==> src/rtl/load_pkg.sv <==
`default_nettype none
// ============================================================================
// Module   : load_pkg
// Purpose  : Shared definitions for the RV32I load path: load funct3
//            encodings, the load FSM state type and alignment/legality
//            helpers used by the unit and the writeback bypass.
// Revision : 1.0 - initial release
// ============================================================================
package load_pkg;

  // RV32I load funct3 encodings
  localparam logic [2:0] F3_LB  = 3'b000;
  localparam logic [2:0] F3_LH  = 3'b001;
  localparam logic [2:0] F3_LW  = 3'b010;
  localparam logic [2:0] F3_LBU = 3'b100;
  localparam logic [2:0] F3_LHU = 3'b101;

  typedef enum logic [1:0] {
    IDLE  = 2'd0,
    ISSUE = 2'd1,
    WAIT  = 2'd2,
    RESP  = 2'd3
  } load_state_t;

  // Encodings 011, 110 and 111 are not loads in RV32I.
  function automatic logic is_illegal(input logic [2:0] funct3);
    case (funct3)
      F3_LB, F3_LH, F3_LW, F3_LBU, F3_LHU: is_illegal = 1'b0;
      default:                             is_illegal = 1'b1;
    endcase
  endfunction

  // Halfwords need an even address, words a 4-byte aligned one.
  function automatic logic is_misaligned(input logic [2:0] funct3,
                                         input logic [1:0] lane);
    case (funct3)
      F3_LH, F3_LHU: is_misaligned = lane[0];
      F3_LW:         is_misaligned = |lane;
      default:       is_misaligned = 1'b0;
    endcase
  endfunction

endpackage : load_pkg
`default_nettype wire

==> src/rtl/load_extend.sv <==
`default_nettype none
// ============================================================================
// Module   : load_extend
// Purpose  : Combinational byte/halfword/word extraction and sign/zero
//            extension of a 32-bit memory word for RV32I loads.
// Ports    : word   in  32  raw memory word
//            lane   in   2  byte offset within the word (addr[1:0])
//            funct3 in   3  load funct3 (LB/LH/LW/LBU/LHU)
//            result out 32  extended load result (0 for illegal funct3)
// Revision : 1.0 - initial release
// ============================================================================
module load_extend
  import load_pkg::*;
(
  input  logic [31:0] word,
  input  logic [1:0]  lane,
  input  logic [2:0]  funct3,
  output logic [31:0] result
);

  logic [7:0]  byte_sel;
  logic [15:0] half_sel;

  always_comb begin
    case (lane)
      2'd0:    byte_sel = word[7:0];
      2'd1:    byte_sel = word[15:8];
      2'd2:    byte_sel = word[23:16];
      default: byte_sel = word[31:24];
    endcase
    half_sel = lane[1] ? word[31:16] : word[15:0];

    case (funct3)
      F3_LB:   result = {{24{byte_sel[7]}}, byte_sel};
      F3_LBU:  result = {24'd0, byte_sel};
      F3_LH:   result = {{16{half_sel[15]}}, half_sel};
      F3_LHU:  result = {16'd0, half_sel};
      F3_LW:   result = word;
      default: result = 32'd0;
    endcase
  end

endmodule : load_extend
`default_nettype wire

==> src/rtl/load_unit.sv <==
`default_nettype none
// ============================================================================
// Module   : load_unit
// Purpose  : Read-side data-memory port for the RV32I core. Accepts one load
//            at a time, issues a single word-aligned read, extracts and
//            extends the result and returns it over a valid/ready handshake.
//            Misaligned addresses, illegal funct3 and memory timeouts are
//            returned as error responses with zero data.
// Ports    : clk         in   1           system clock (posedge)
//            rst         in   1           asynchronous active-low reset
//            req_valid   in   1           load request present
//            req_ready   out  1           unit can accept a request
//            req_addr    in   ADDR_WIDTH  byte address
//            req_funct3  in   3           load funct3
//            mem_rd_en   out  1           one-cycle read strobe
//            mem_addr    out  ADDR_WIDTH  word-aligned read address
//            mem_rdata   in   DATA_WIDTH  read word
//            mem_rvalid  in   1           mem_rdata valid this cycle
//            rsp_valid   out  1           response present
//            rsp_ready   in   1           consumer accepts response
//            rsp_data    out  DATA_WIDTH  extended load result
//            rsp_err     out  1           response is an error (data is 0)
// Revision : 1.0 - initial release
// ============================================================================
module load_unit
  import load_pkg::*;
#(
  parameter int ADDR_WIDTH = 32,
  parameter int DATA_WIDTH = 32,   // only 32 is supported
  parameter int TIMEOUT    = 16    // WAIT cycles before a timeout, >= 2
) (
  input  logic                  clk,
  input  logic                  rst,
  input  logic                  req_valid,
  output logic                  req_ready,
  input  logic [ADDR_WIDTH-1:0] req_addr,
  input  logic [2:0]            req_funct3,
  output logic                  mem_rd_en,
  output logic [ADDR_WIDTH-1:0] mem_addr,
  input  logic [DATA_WIDTH-1:0] mem_rdata,
  input  logic                  mem_rvalid,
  output logic                  rsp_valid,
  input  logic                  rsp_ready,
  output logic [DATA_WIDTH-1:0] rsp_data,
  output logic                  rsp_err
);

  localparam int CNT_W = (TIMEOUT > 2) ? $clog2(TIMEOUT) : 1;
  localparam logic [CNT_W-1:0] CNT_LAST = CNT_W'(TIMEOUT - 1);

  load_state_t           state_q,     state_d;
  logic                  req_ready_q, req_ready_d;
  logic                  mem_rd_en_q, mem_rd_en_d;
  logic [ADDR_WIDTH-1:0] mem_addr_q,  mem_addr_d;
  logic                  rsp_valid_q, rsp_valid_d;
  logic [DATA_WIDTH-1:0] rsp_data_q,  rsp_data_d;
  logic                  rsp_err_q,   rsp_err_d;
  logic [CNT_W-1:0]      cnt_q,       cnt_d;
  // Only the byte lane of the address is needed after acceptance; the word
  // part lives in mem_addr_q.
  logic [1:0]            lane_q,      lane_d;
  logic [2:0]            funct3_q,    funct3_d;

  logic [DATA_WIDTH-1:0] ext_result;

  load_extend u_extend (
    .word   (mem_rdata),
    .lane   (lane_q),
    .funct3 (funct3_q),
    .result (ext_result)
  );

  always_comb begin
    state_d     = state_q;
    req_ready_d = req_ready_q;
    mem_rd_en_d = mem_rd_en_q;
    mem_addr_d  = mem_addr_q;
    rsp_valid_d = rsp_valid_q;
    rsp_data_d  = rsp_data_q;
    rsp_err_d   = rsp_err_q;
    cnt_d       = cnt_q;
    lane_d      = lane_q;
    funct3_d    = funct3_q;

    case (state_q)
      IDLE: begin
        if (req_valid && req_ready_q) begin
          lane_d      = req_addr[1:0];
          funct3_d    = req_funct3;
          req_ready_d = 1'b0;
          if (is_illegal(req_funct3) || is_misaligned(req_funct3, req_addr[1:0])) begin
            // Rejected without touching memory.
            state_d     = RESP;
            rsp_valid_d = 1'b1;
            rsp_err_d   = 1'b1;
            rsp_data_d  = '0;
          end else begin
            // Strobe and address are registered here so they appear
            // together with the ISSUE state.
            state_d     = ISSUE;
            mem_rd_en_d = 1'b1;
            mem_addr_d  = {req_addr[ADDR_WIDTH-1:2], 2'b00};
          end
        end
      end

      ISSUE: begin
        mem_rd_en_d = 1'b0;
        cnt_d       = '0;
        state_d     = WAIT;
      end

      WAIT: begin
        // Data arriving in the final WAIT cycle still wins over the timeout.
        if (mem_rvalid) begin
          state_d     = RESP;
          rsp_valid_d = 1'b1;
          rsp_data_d  = ext_result;
          rsp_err_d   = 1'b0;
        end else if (cnt_q == CNT_LAST) begin
          state_d     = RESP;
          rsp_valid_d = 1'b1;
          rsp_data_d  = '0;
          rsp_err_d   = 1'b1;
        end else begin
          cnt_d = cnt_q + CNT_W'(1);
        end
      end

      RESP: begin
        // req_ready only rises with the IDLE state, so a request can never
        // be accepted in the handshake cycle.
        if (rsp_ready) begin
          state_d     = IDLE;
          rsp_valid_d = 1'b0;
          req_ready_d = 1'b1;
        end
      end

      default: begin
        state_d     = IDLE;
        req_ready_d = 1'b1;
        mem_rd_en_d = 1'b0;
        rsp_valid_d = 1'b0;
      end
    endcase
  end

  always_ff @(posedge clk or negedge rst) begin
    if (!rst) begin
      state_q     <= IDLE;
      req_ready_q <= 1'b1;
      mem_rd_en_q <= 1'b0;
      mem_addr_q  <= '0;
      rsp_valid_q <= 1'b0;
      rsp_data_q  <= '0;
      rsp_err_q   <= 1'b0;
      cnt_q       <= '0;
      lane_q      <= '0;
      funct3_q    <= '0;
    end else begin
      state_q     <= state_d;
      req_ready_q <= req_ready_d;
      mem_rd_en_q <= mem_rd_en_d;
      mem_addr_q  <= mem_addr_d;
      rsp_valid_q <= rsp_valid_d;
      rsp_data_q  <= rsp_data_d;
      rsp_err_q   <= rsp_err_d;
      cnt_q       <= cnt_d;
      lane_q      <= lane_d;
      funct3_q    <= funct3_d;
    end
  end

  assign req_ready = req_ready_q;
  assign mem_rd_en = mem_rd_en_q;
  assign mem_addr  = mem_addr_q;
  assign rsp_valid = rsp_valid_q;
  assign rsp_data  = rsp_data_q;
  assign rsp_err   = rsp_err_q;

endmodule : load_unit
`default_nettype wire

==> config.mk <==
export PLATFORM = sky130hd
export DESIGN_NAME = load_unit
export DESIGN_NICKNAME = d
export VERILOG_FILES = /design/src/rtl/load_pkg.sv /design/src/rtl/load_extend.sv /design/src/rtl/load_unit.sv
export SDC_FILE = /design/constraint.sdc
export NUM_CORES = 1
export LEC_CHECK = 0
export ABC_AREA = 1
export BUFFER_PORTS_ARGS = -buffer_cell sky130_fd_sc_hd__buf_4
export CORE_MARGIN = 4
export CORE_UTILIZATION = 36
export CTS_CLUSTER_DIAMETER = 80
export CTS_CLUSTER_SIZE = 8
export DETAILED_ROUTE_END_ITERATION = 16
export HOLD_SLACK_MARGIN = 0.08
export PLACE_DENSITY = 0.66
export REMOVE_ABC_BUFFERS = 1
export SYNTH_ARGS = -nofsm -noshare
export SYNTH_HDL_FRONTEND = slang
export SYNTH_HIERARCHICAL = 1
export SYNTH_SLANG_ARGS = --single-unit
==> constraint.sdc <==
create_clock -name clk -period 2.95 [get_ports clk]
set_input_delay 0.59 -clock clk [delete_from_list [all_inputs] [get_ports clk]]
set_output_delay 0.59 -clock clk [all_outputs]
set_load 0.05 [all_outputs]
==> results of run 1 <==
sequential cells by signal, indices dropped and copies added (netlist names):
register	count
req_ready	1
cnt_q	4
mem_rd_en	1
rsp_valid	1
state_q	2
mem_addr	30
lane_q	2
rsp_data	32
rsp_err	1
funct3_q	3
critical path, stage by stage (launching register included):
cell and delay (ns):
dfrtp_1 0.72, inv_4 0.09, nor3_4 0.44, buf_4 0.29, nand2_1 0.08, nand3_2 0.07
nand2_1 0.06, o21ai_0 0.18
stage by stage:
stage | setup WS, ns | instances
after floorplan | 0.5541 | 546
after global placement | 0.8878 | 856
after detailed placement | 0.8799 | 856
after CTS | 0.9359 | 872
after global routing | 0.7651 | 872
final | 0.9234 | 872
how the worst max path moves through the flow:
stage,start,endpoint,cells past startpoint
2_1_floorplan,req_ready,mem_addr[10],6
3_3_place_gp,req_funct3[0],mem_addr[17],8
3_5_place_dp,req_funct3[0],mem_addr[21],8
4_1_cts,funct3_q[1],rsp_data[20],7
5_1_grt,state_q[0],mem_addr[23],6
6_report,funct3_q[1],rsp_data[20],7
cells by family after synthesis:
group	Yosys count	synth area share
adder cells (fa/ha/maj)	6	0.01686
AND/OR/NAND/NOR	370	0.3816
multiplexers	4	0.01011
AO/OA/AOI/OAI	53	0.07334
other	1	0.0008421
flip-flops	77	0.4330
buffers and inverters	63	0.08430
layout by cell type (no fill, tap or decap), types with 4 or more instances in the layout:
cell	netlist	final
o21ai_0	12	12
nand2_2	10	10
nand3_1	30	30
o211ai_1	5	5
nor2_1	13	13
dfrtp_1	76	76
mux2_2	4	4
o21ai_2	13	13
clkbuf_16	0	9
ha_1	6	6
a21oi_1	6	6
nand3_2	22	22
o21ai_1	17	17
inv_1	29	29
buf_4	5	141
nor3_1	4	4
nand2_1	274	274
routing by layer:
| layer | share of wire | up-vias | GRT usage | routed length, microns |
|---|---|---|---|---|
| met2 | 0.50 | 111 | 0.2791 | 6013 |
| met4 | 0.025 | 0 | 0.07748 | 298 |
| met3 | 0.046 | 21 | 0.02991 | 549 |
| li1 | - | 2056 | - | - |
| met5 | 0 | - | 0 | 0 |
| met1 | 0.42 | 1964 | 0.2204 | 5063 |
where the power goes:
group / internal, mW / switching [mW] / total (mW)
Sequential: 1.52 / 0.382 / 1.90
Combinational: 1.34 / 3.04 / 4.37
Clock: 0.594 / 0.439 / 1.03
cell type report:
class / count / area [sq um]
Fill cell: 1199 / 6281
Sequential cell: 77 / 1928
Clock buffer: 11 / 242.7
Multi-Input combinational cell: 435 / 2153
Timing Repair Buffer: 142 / 1079
Inverter: 34 / 132.6
Tap cell: 168 / 210.2
Clock inverter: 5 / 35.03
==> run summary, run 1 <==
Final Setup Violations = 0
Worst slew pin tran = 0.9743 ns
Yosys warnings = 6
Via count = 4152
RSZ-0062 raised after global routing = false
CTS tree = yes
CTS H-tree lvls = 3
Number of DRC markers in iteration 0 = 219
Clk pin slew, worst setup/hold paths = 0.06 ns
R2R Setup Slk = 0.92 ns
Worst-skew pair later-pin latency = 0.34 ns
Antenna-violating nets left = 0
Final slew viol count = 0
GRT Overall Usage = 0.1707
WL per Instance = 13.68 microns
Most frequent cell after synthesis = nand2_1
Synth cell types = 35
Critical path required time = 3.20 ns
Synth Flop Type = dfrtp_1
Nets@finish = 777
Cell Area, Synth = 4453 sq um
Fmax = 493.4 MHz
Outcome = completed
Post-synth top area share = 0.4271
Max_cap viols = 0
CTS Buf Count = 9
HPWL after DPL = 8.725 mm
Post-synthesis area per instance = 7.758 sq um
Worst hold path type = input port to asynchronous set/reset pin
GR Overflow Total = 0
Final Skew = 0.006478 ns
Deepest clock path buffer count = 2
Worst EP arrival = 2.28 ns
ANT cells = 0
Most common library cells after synthesis = 274 x nand2_1, 76 x dfrtp_1, 30 x nand3_1
Initial antenna violation count = 0
Seq/Total Area, Yosys = 0.4330
Syn Inst Count = 574
Clock sink total = 77
Period utilisation layout = 0.6870
Area grow syn2layout = 29.81%
I/O pin total = 140
Crit path capture type = register
Util after Layout = 0.4793
VDD IR max = 0.5016 mV
CP Launch Type = register
Power Density = 1264 nW/um^2
Row count = 40
GPL Wtd Cong = 0.8602
Vias in the first global route = 3938
Post-CTS Setup Inserts = 0
Fin. Hold Viols = 0
Crit Path Max Fanout = 13
Starting Density = 0.3692
Drt total wl = 11.93 mm
Placed inst area = 5503 sq um
WS Path Type = register to register
Final TNS setup = 0 ns
Hold WS = 0.4139 ns
Layout cells sized above 1 = 0.3182
Drt first pass iters = 5
IO Port Bufs = 137
Largest net degree at the start of global routing = 78
Area leader, netlist = dfrtp_1
# DRC = 0
Slew Limit Headroom = 0.3505
Critical R2R Capture = rsp_data[20]
Die span in y = 119.2 microns
Worst flop-to-flop path startpoint = funct3_q[1]
Die Wd = 119.2 microns
Number of hold buffers added after CTS = 0
Overall power = 7.305 mW
Static Leak = 3.157 nW
Synth top area cells = dfrtp_1 43%, nand2_1 23%, nand3_2 4.9%, nand3_1 3.4%, o21ai_2 2.6%
Clock root cell = clkbuf_16
Die area = 14210 sq um
Placeable Area = 12060 sq um
Ys async rst share = 1.000
Post-synth EDFFs = 0
FF-to-FF path depth = 7
Vias per cell = 4.761
Cts repair resizes = 0
Cell area after layout = 5781 sq um
First-pass GRT wire length = 19.71 mm
Tmin final = 2.027 ns
Synth Register Bits = 77
No activity file was read; power rests on OpenSTA's default activity.
==> inputs of run 2 (changes only) <==
clock period = 2.1 ns   (was 2.95 ns; I/O delays follow)
==> run 2 against run 1 <==
Effect of this change: critical path depth up 3; global-route usage hardly changed; final cell count up 0.46%; core utilization up 0.76 points; sequential share of layout area down 0.52 points; register-to-register slack worse by 0.66 ns; cell area up 1.6%; sequential power grew 38%; critical path type unchanged; combinational power increased by 42%; worst hold slack worse by 0.35 ns.
==> run summary, run 2 (synthesis results as in run 1) <==
Via count = 4051
Die span in y = 119.2 microns
RSZ-0062 raised after global routing = false
Cell area after layout = 5872 sq um
Critical Path Source = state_q[0]
Static Leak = 3.210 nW
Worst-skew pair later-pin latency = 0.34 ns
Largest net degree at the start of global routing = 67
HPWL after DPL = 8.993 mm
Crit Path Max Fanout = 66
VDD IR max = 0.8416 mV
Clock sink total = 77
Post-CTS Setup Inserts = 0
Placed inst area = 5553 sq um
Area of the multi-input gates = 2153 sq um
Clk pwr share = 0.158
Worst path slowest cell = dfrtp_1
Nets@finish = 782
Vias per cell = 4.624
Power Density = 1784 nW/um^2
Final TNS setup = 0 ns
Antenna-violating nets left = 0
WL per Instance = 13.84 microns
Period utilisation layout = 0.8762
Vias in the first global route = 3972
Max FFs per register = 32
Clk pin slew, worst setup/hold paths = 0.06 ns
Area grow syn2layout = 31.86%
Worst flop-to-flop path startpoint = state_q[0]
Flop pwr share = 0.251
Tmin final = 1.840 ns
CTS H-tree lvls = 3
Fill count = 1171
Starting Density = 0.3692
Layout cells sized above 1 = 0.3234
Cts repair resizes = 0
CP cell instances = inv_1 -> ha_1 -> inv_1 -> nor2_2 -> nand2_2 -> inv_2 -> nor2_2 -> nand2_2 -> buf_12 -> o21ai_0
Worst slew pin tran = 0.5607 ns
Util after Layout = 0.4868
Deepest clock path buffer count = 2
Overall power = 10.47 mW
I/O pin total = 140
Row count = 40
Fin. Hold Viols = 0
ANT cells = 0
Placeable Area = 12060 sq um
Final slew viol count = 0
Initial antenna violation count = 0
Outcome = completed
First-pass GRT wire length = 19.82 mm
Die area = 14210 sq um
Fmax = 543.5 MHz
WS Path Type = register to register
CP peak stage delay = 0.40 ns
Worst hold path type = input port to asynchronous set/reset pin
Crit path capture type = register
Final Skew = 0.008311 ns
Combinational share of power = 0.592
# DRC = 0
Number of DRC markers in iteration 0 = 272
Internal power = 5.089 mW
Most common cell after layout, fill and taps aside = nand2_1
Slew Limit Headroom = 0.6262
GPL Wtd Cong = 0.8941
Sw Share = 0.5141
Max_cap viols = 0
Die Wd = 119.2 microns
Critical path required time = 2.30 ns
CTS tree = yes
CTS Buf Count = 9
Drt first pass iters = 5
Psw = 5.384 mW
CP Launch Type = register
GR Overflow Total = 0
Clock root cell = clkbuf_16
Number of hold buffers added after CTS = 0
IO Port Bufs = 137
Worst EP arrival = 2.04 ns
Drt total wl = 12.12 mm
Most frequent cells in the layout = 274 x nand2_1, 145 x buf_4, 76 x dfrtp_1
Final Setup Violations = 0
GRT Overall Usage = 0.1705
Register area = 1928 sq um
[run 2: final timing paths]
| path | to | slack (ns) | cells after the start |
|---|---|---|---|
| hold / removal | mem_addr[18] | 0.06 | 1 |
| hold reg to reg | mem_addr[12] | 0.48 | 2 |
| max in group asynchronous | rsp_data[3] | 1.40 | 2 |
| setup / recovery | rsp_data[21] | 0.26 | 10 |
| min in group clk | mem_addr[9] | 0.27 | 3 |
| setup reg to reg | rsp_data[21] | 0.26 | 10 |
[run 2: cell type report]
cell class | count | share of cell area
Clock inverter | 2 | 0.006606
Clock buffer | 13 | 0.04773
Tap cell | 168 | 0.03580
Multi-Input combinational cell | 435 | 0.3667
Timing Repair Buffer | 147 | 0.1922
Inverter | 34 | 0.02259
Sequential cell | 77 | 0.3284
[run 2: power by group through the flow]
| stage | clock network [mW] | registers [mW] | logic (mW) |
|---|---|---|---|
| finish | 1.65 | 2.63 | 6.20 |
| global route | 1.74 | 2.73 | 6.72 |
| CTS | 1.68 | 2.63 | 6.25 |
| global placement | 0 | 2.63 | 6.15 |
| floorplan | 0 | 4.56 | 2.39 |
| detailed placement | 0 | 2.65 | 6.24 |
[run 2: metrics by stage]
stage / worst slack (ns) / instances / hold slack, ns
after floorplan: -0.2959 / 546 / 0.1244
after global placement: 0.3385 / 861 / 0.4369
after detailed placement: 0.2877 / 861 / 0.4473
after CTS: 0.2671 / 876 / 0.08655
after global routing: 0.03351 / 876 / 0.1104
final: 0.2600 / 876 / 0.06373
[run 2: worst max-delay path: cells and delay by family (launching register included)]
family                     cells  cell delay, ns
DFF                            1            0.40
and+or+nand+nor                4            0.31
AOI/OAI and AO/OA              1            0.12
adders and majority gates      1            0.22
buffers and inverters          4            0.61
[run 2: routing by layer]
| metal | global-route usage | share of wire | vias to the layer above |
|---|---|---|---|
| met2 | 0.2833 | 0.49 | 95 |
| met5 | 0 | 0 | - |
| met3 | 0.02232 | 0.038 | 24 |
| met1 | 0.2184 | 0.45 | 1861 |
| met4 | 0.08327 | 0.028 | 0 |
| li1 | - | - | 2071 |
==> inputs of run 3 (changes only) <==
RECOVER_POWER = 100   (was unset)
==> run 3 against run 2 <==
Effect of this change: critical path depth decreased by 3; worst setup slack better by 0.010 ns; clock skew about the same; total power fell by 5.9%; first-iteration DRC count down 5.5%; largest cell class unchanged; largest power group unchanged; highest routed layer unchanged.
==> run summary, run 3 (synthesis results as in run 1) <==
Antenna-violating nets left = 0
Fmax = 546.6 MHz
Area grow syn2layout = 24.87%
CTS H-tree lvls = 3
Worst hold path type = input port to asynchronous set/reset pin
Number of DRC markers in iteration 0 = 257
Crit Path Max Fanout = 24
Util after Layout = 0.4610
Hold WS = 0.2546 ns
CP cell instances = inv_4 -> nand2_4 -> nor2_2 -> nand3_4 -> nand3_1 -> nand2_1 -> o21ai_0
Most frequent cells in the layout = 280 x nand2_1, 76 x dfrtp_1, 76 x buf_4
HPWL after DPL = 8.993 mm
Worst flop-to-flop path startpoint = funct3_q[1]
Fill count = 1247
Die Wd = 119.2 microns
Period utilisation layout = 0.8712
Cts repair resizes = 0
Worst path slowest cell = dfrtp_1
Drt total wl = 12.16 mm
IO Port Bufs = 137
Dpl cells = 861
Slew Limit Headroom = 0.3031
RSZ-0062 raised after global routing = false
Vias per cell = 4.648
Die area = 14210 sq um
Finished Layout Cells = 876
Via count = 4072
Max FFs per register = 32
WL per Instance = 13.88 microns
Worst EP arrival = 2.08 ns
Row count = 40
Worst-skew pair later-pin latency = 0.33 ns
GR Overflow Total = 0
ANT cells = 0
Drt first pass iters = 4
Nets@finish = 782
Number of hold buffers added after CTS = 0
Clock sink total = 77
CP Launch Type = register
Outcome = completed
Final Setup Violations = 0
Most common cell after layout, fill and taps aside = nand2_1
FF-to-FF path depth = 7
Critical R2R Capture = rsp_data[24]
# DRC = 0
I/O pin total = 140
Layout cells sized above 1 = 0.2105
CP bufs+invs = 1
Die span in y = 119.2 microns
Max_cap viols = 0
CP peak stage delay = 0.56 ns
GPL Wtd Cong = 0.8941
Vias in the first global route = 3972
Crit path capture type = register
Overall power = 9.859 mW
Tmin final = 1.830 ns
Placeable Area = 12060 sq um
Deepest clock path buffer count = 2
Initial antenna violation count = 0
Final slew viol count = 0
Starting Density = 0.3692
CTS tree = yes
Final TNS setup = 0 ns
VDD IR max = 0.7612 mV
Worst slew pin tran = 1.045 ns
CTS Buf Count = 9
Fin. Hold Viols = 0
R2R Setup Slk = 0.27 ns
Static Leak = 2.924 nW
GRT Overall Usage = 0.1705
Final Skew = 0.008252 ns
Post-CTS Setup Inserts = 0
Clock root cell = clkbuf_16
First-pass GRT wire length = 19.82 mm
Clk pin slew, worst setup/hold paths = 0.06 ns
Largest net degree at the start of global routing = 67
Critical path required time = 2.35 ns
CP top delay family = simple AND/OR/NAND/NOR gates
Power Density = 1773 nW/um^2
WS Path Type = register to register
==> run 3: cell count changes in the layout (fill, tap and decap cells not counted) <==
cell | before | now
buf_4 | 145 | 76
clkbuf_1 | 0 | 67
o21ai_0 | 12 | 34
o21ai_1 | 17 | 1
nand2_1 | 274 | 280
nand2_2 | 10 | 4
o21ai_2 | 13 | 7
clkbuf_2 | 0 | 3
buf_12 | 2 | 1
nor2_1 | 13 | 14
nor2_2 | 3 | 2
==> run 3: how the worst max path moves through the flow <==
stage                     start            to  slack [ns]  depth (start not counted)
finish              funct3_q[1]  rsp_data[24]        0.27                          7
detailed placement   state_q[0]  rsp_data[22]        0.29                         11
global route         state_q[0]  mem_addr[13]        0.03                          7
global placement     state_q[0]  rsp_data[22]        0.34                         10
CTS                  state_q[0]  rsp_data[22]        0.27                         11
floorplan             req_ready  mem_addr[10]       -0.30                          6
==> run 3: area by class of cell <==
type | instances | area (sq um) | share of cell area
inverter | 34 | 132.6 | 0.02385
clock inverter | 2 | 38.79 | 0.006976
sequential | 77 | 1928 | 0.3468
tap | 168 | 210.2 | 0.03780
clock buffer | 13 | 280.3 | 0.05041
timing repair buffer | 147 | 857.1 | 0.1541
multi-input combinational | 435 | 2113 | 0.3801
==> run 3: per-layer routing <==
metal  vias up  GRT usage  routed length [microns]
li1       2072          -                        -
met1      1886     0.2184                     5539
met2        89     0.2833                     5841
met3        25    0.02232                      415
met4         0    0.08327                      366
met5         -          0                        0
==> run 3: power breakdown <==
part           switching (mW)  leakage (nW)  internal [mW]  total (mW)
combinational            4.23          1.76           1.38        5.61
clock                   0.598         0.158           1.05        1.65
sequential              0.471          1.00           2.14        2.61
total                    5.30          2.92           4.56        9.86
==> run 3: through the flow <==
step	worst slack, ns	area [sq um]
4_1_cts	0.2671	5872
5_1_grt	0.03071	5560
2_1_floorplan	-0.2959	4214
3_5_place_dp	0.2877	5553
6_report	0.2704	5560
3_3_place_gp	0.3385	5553
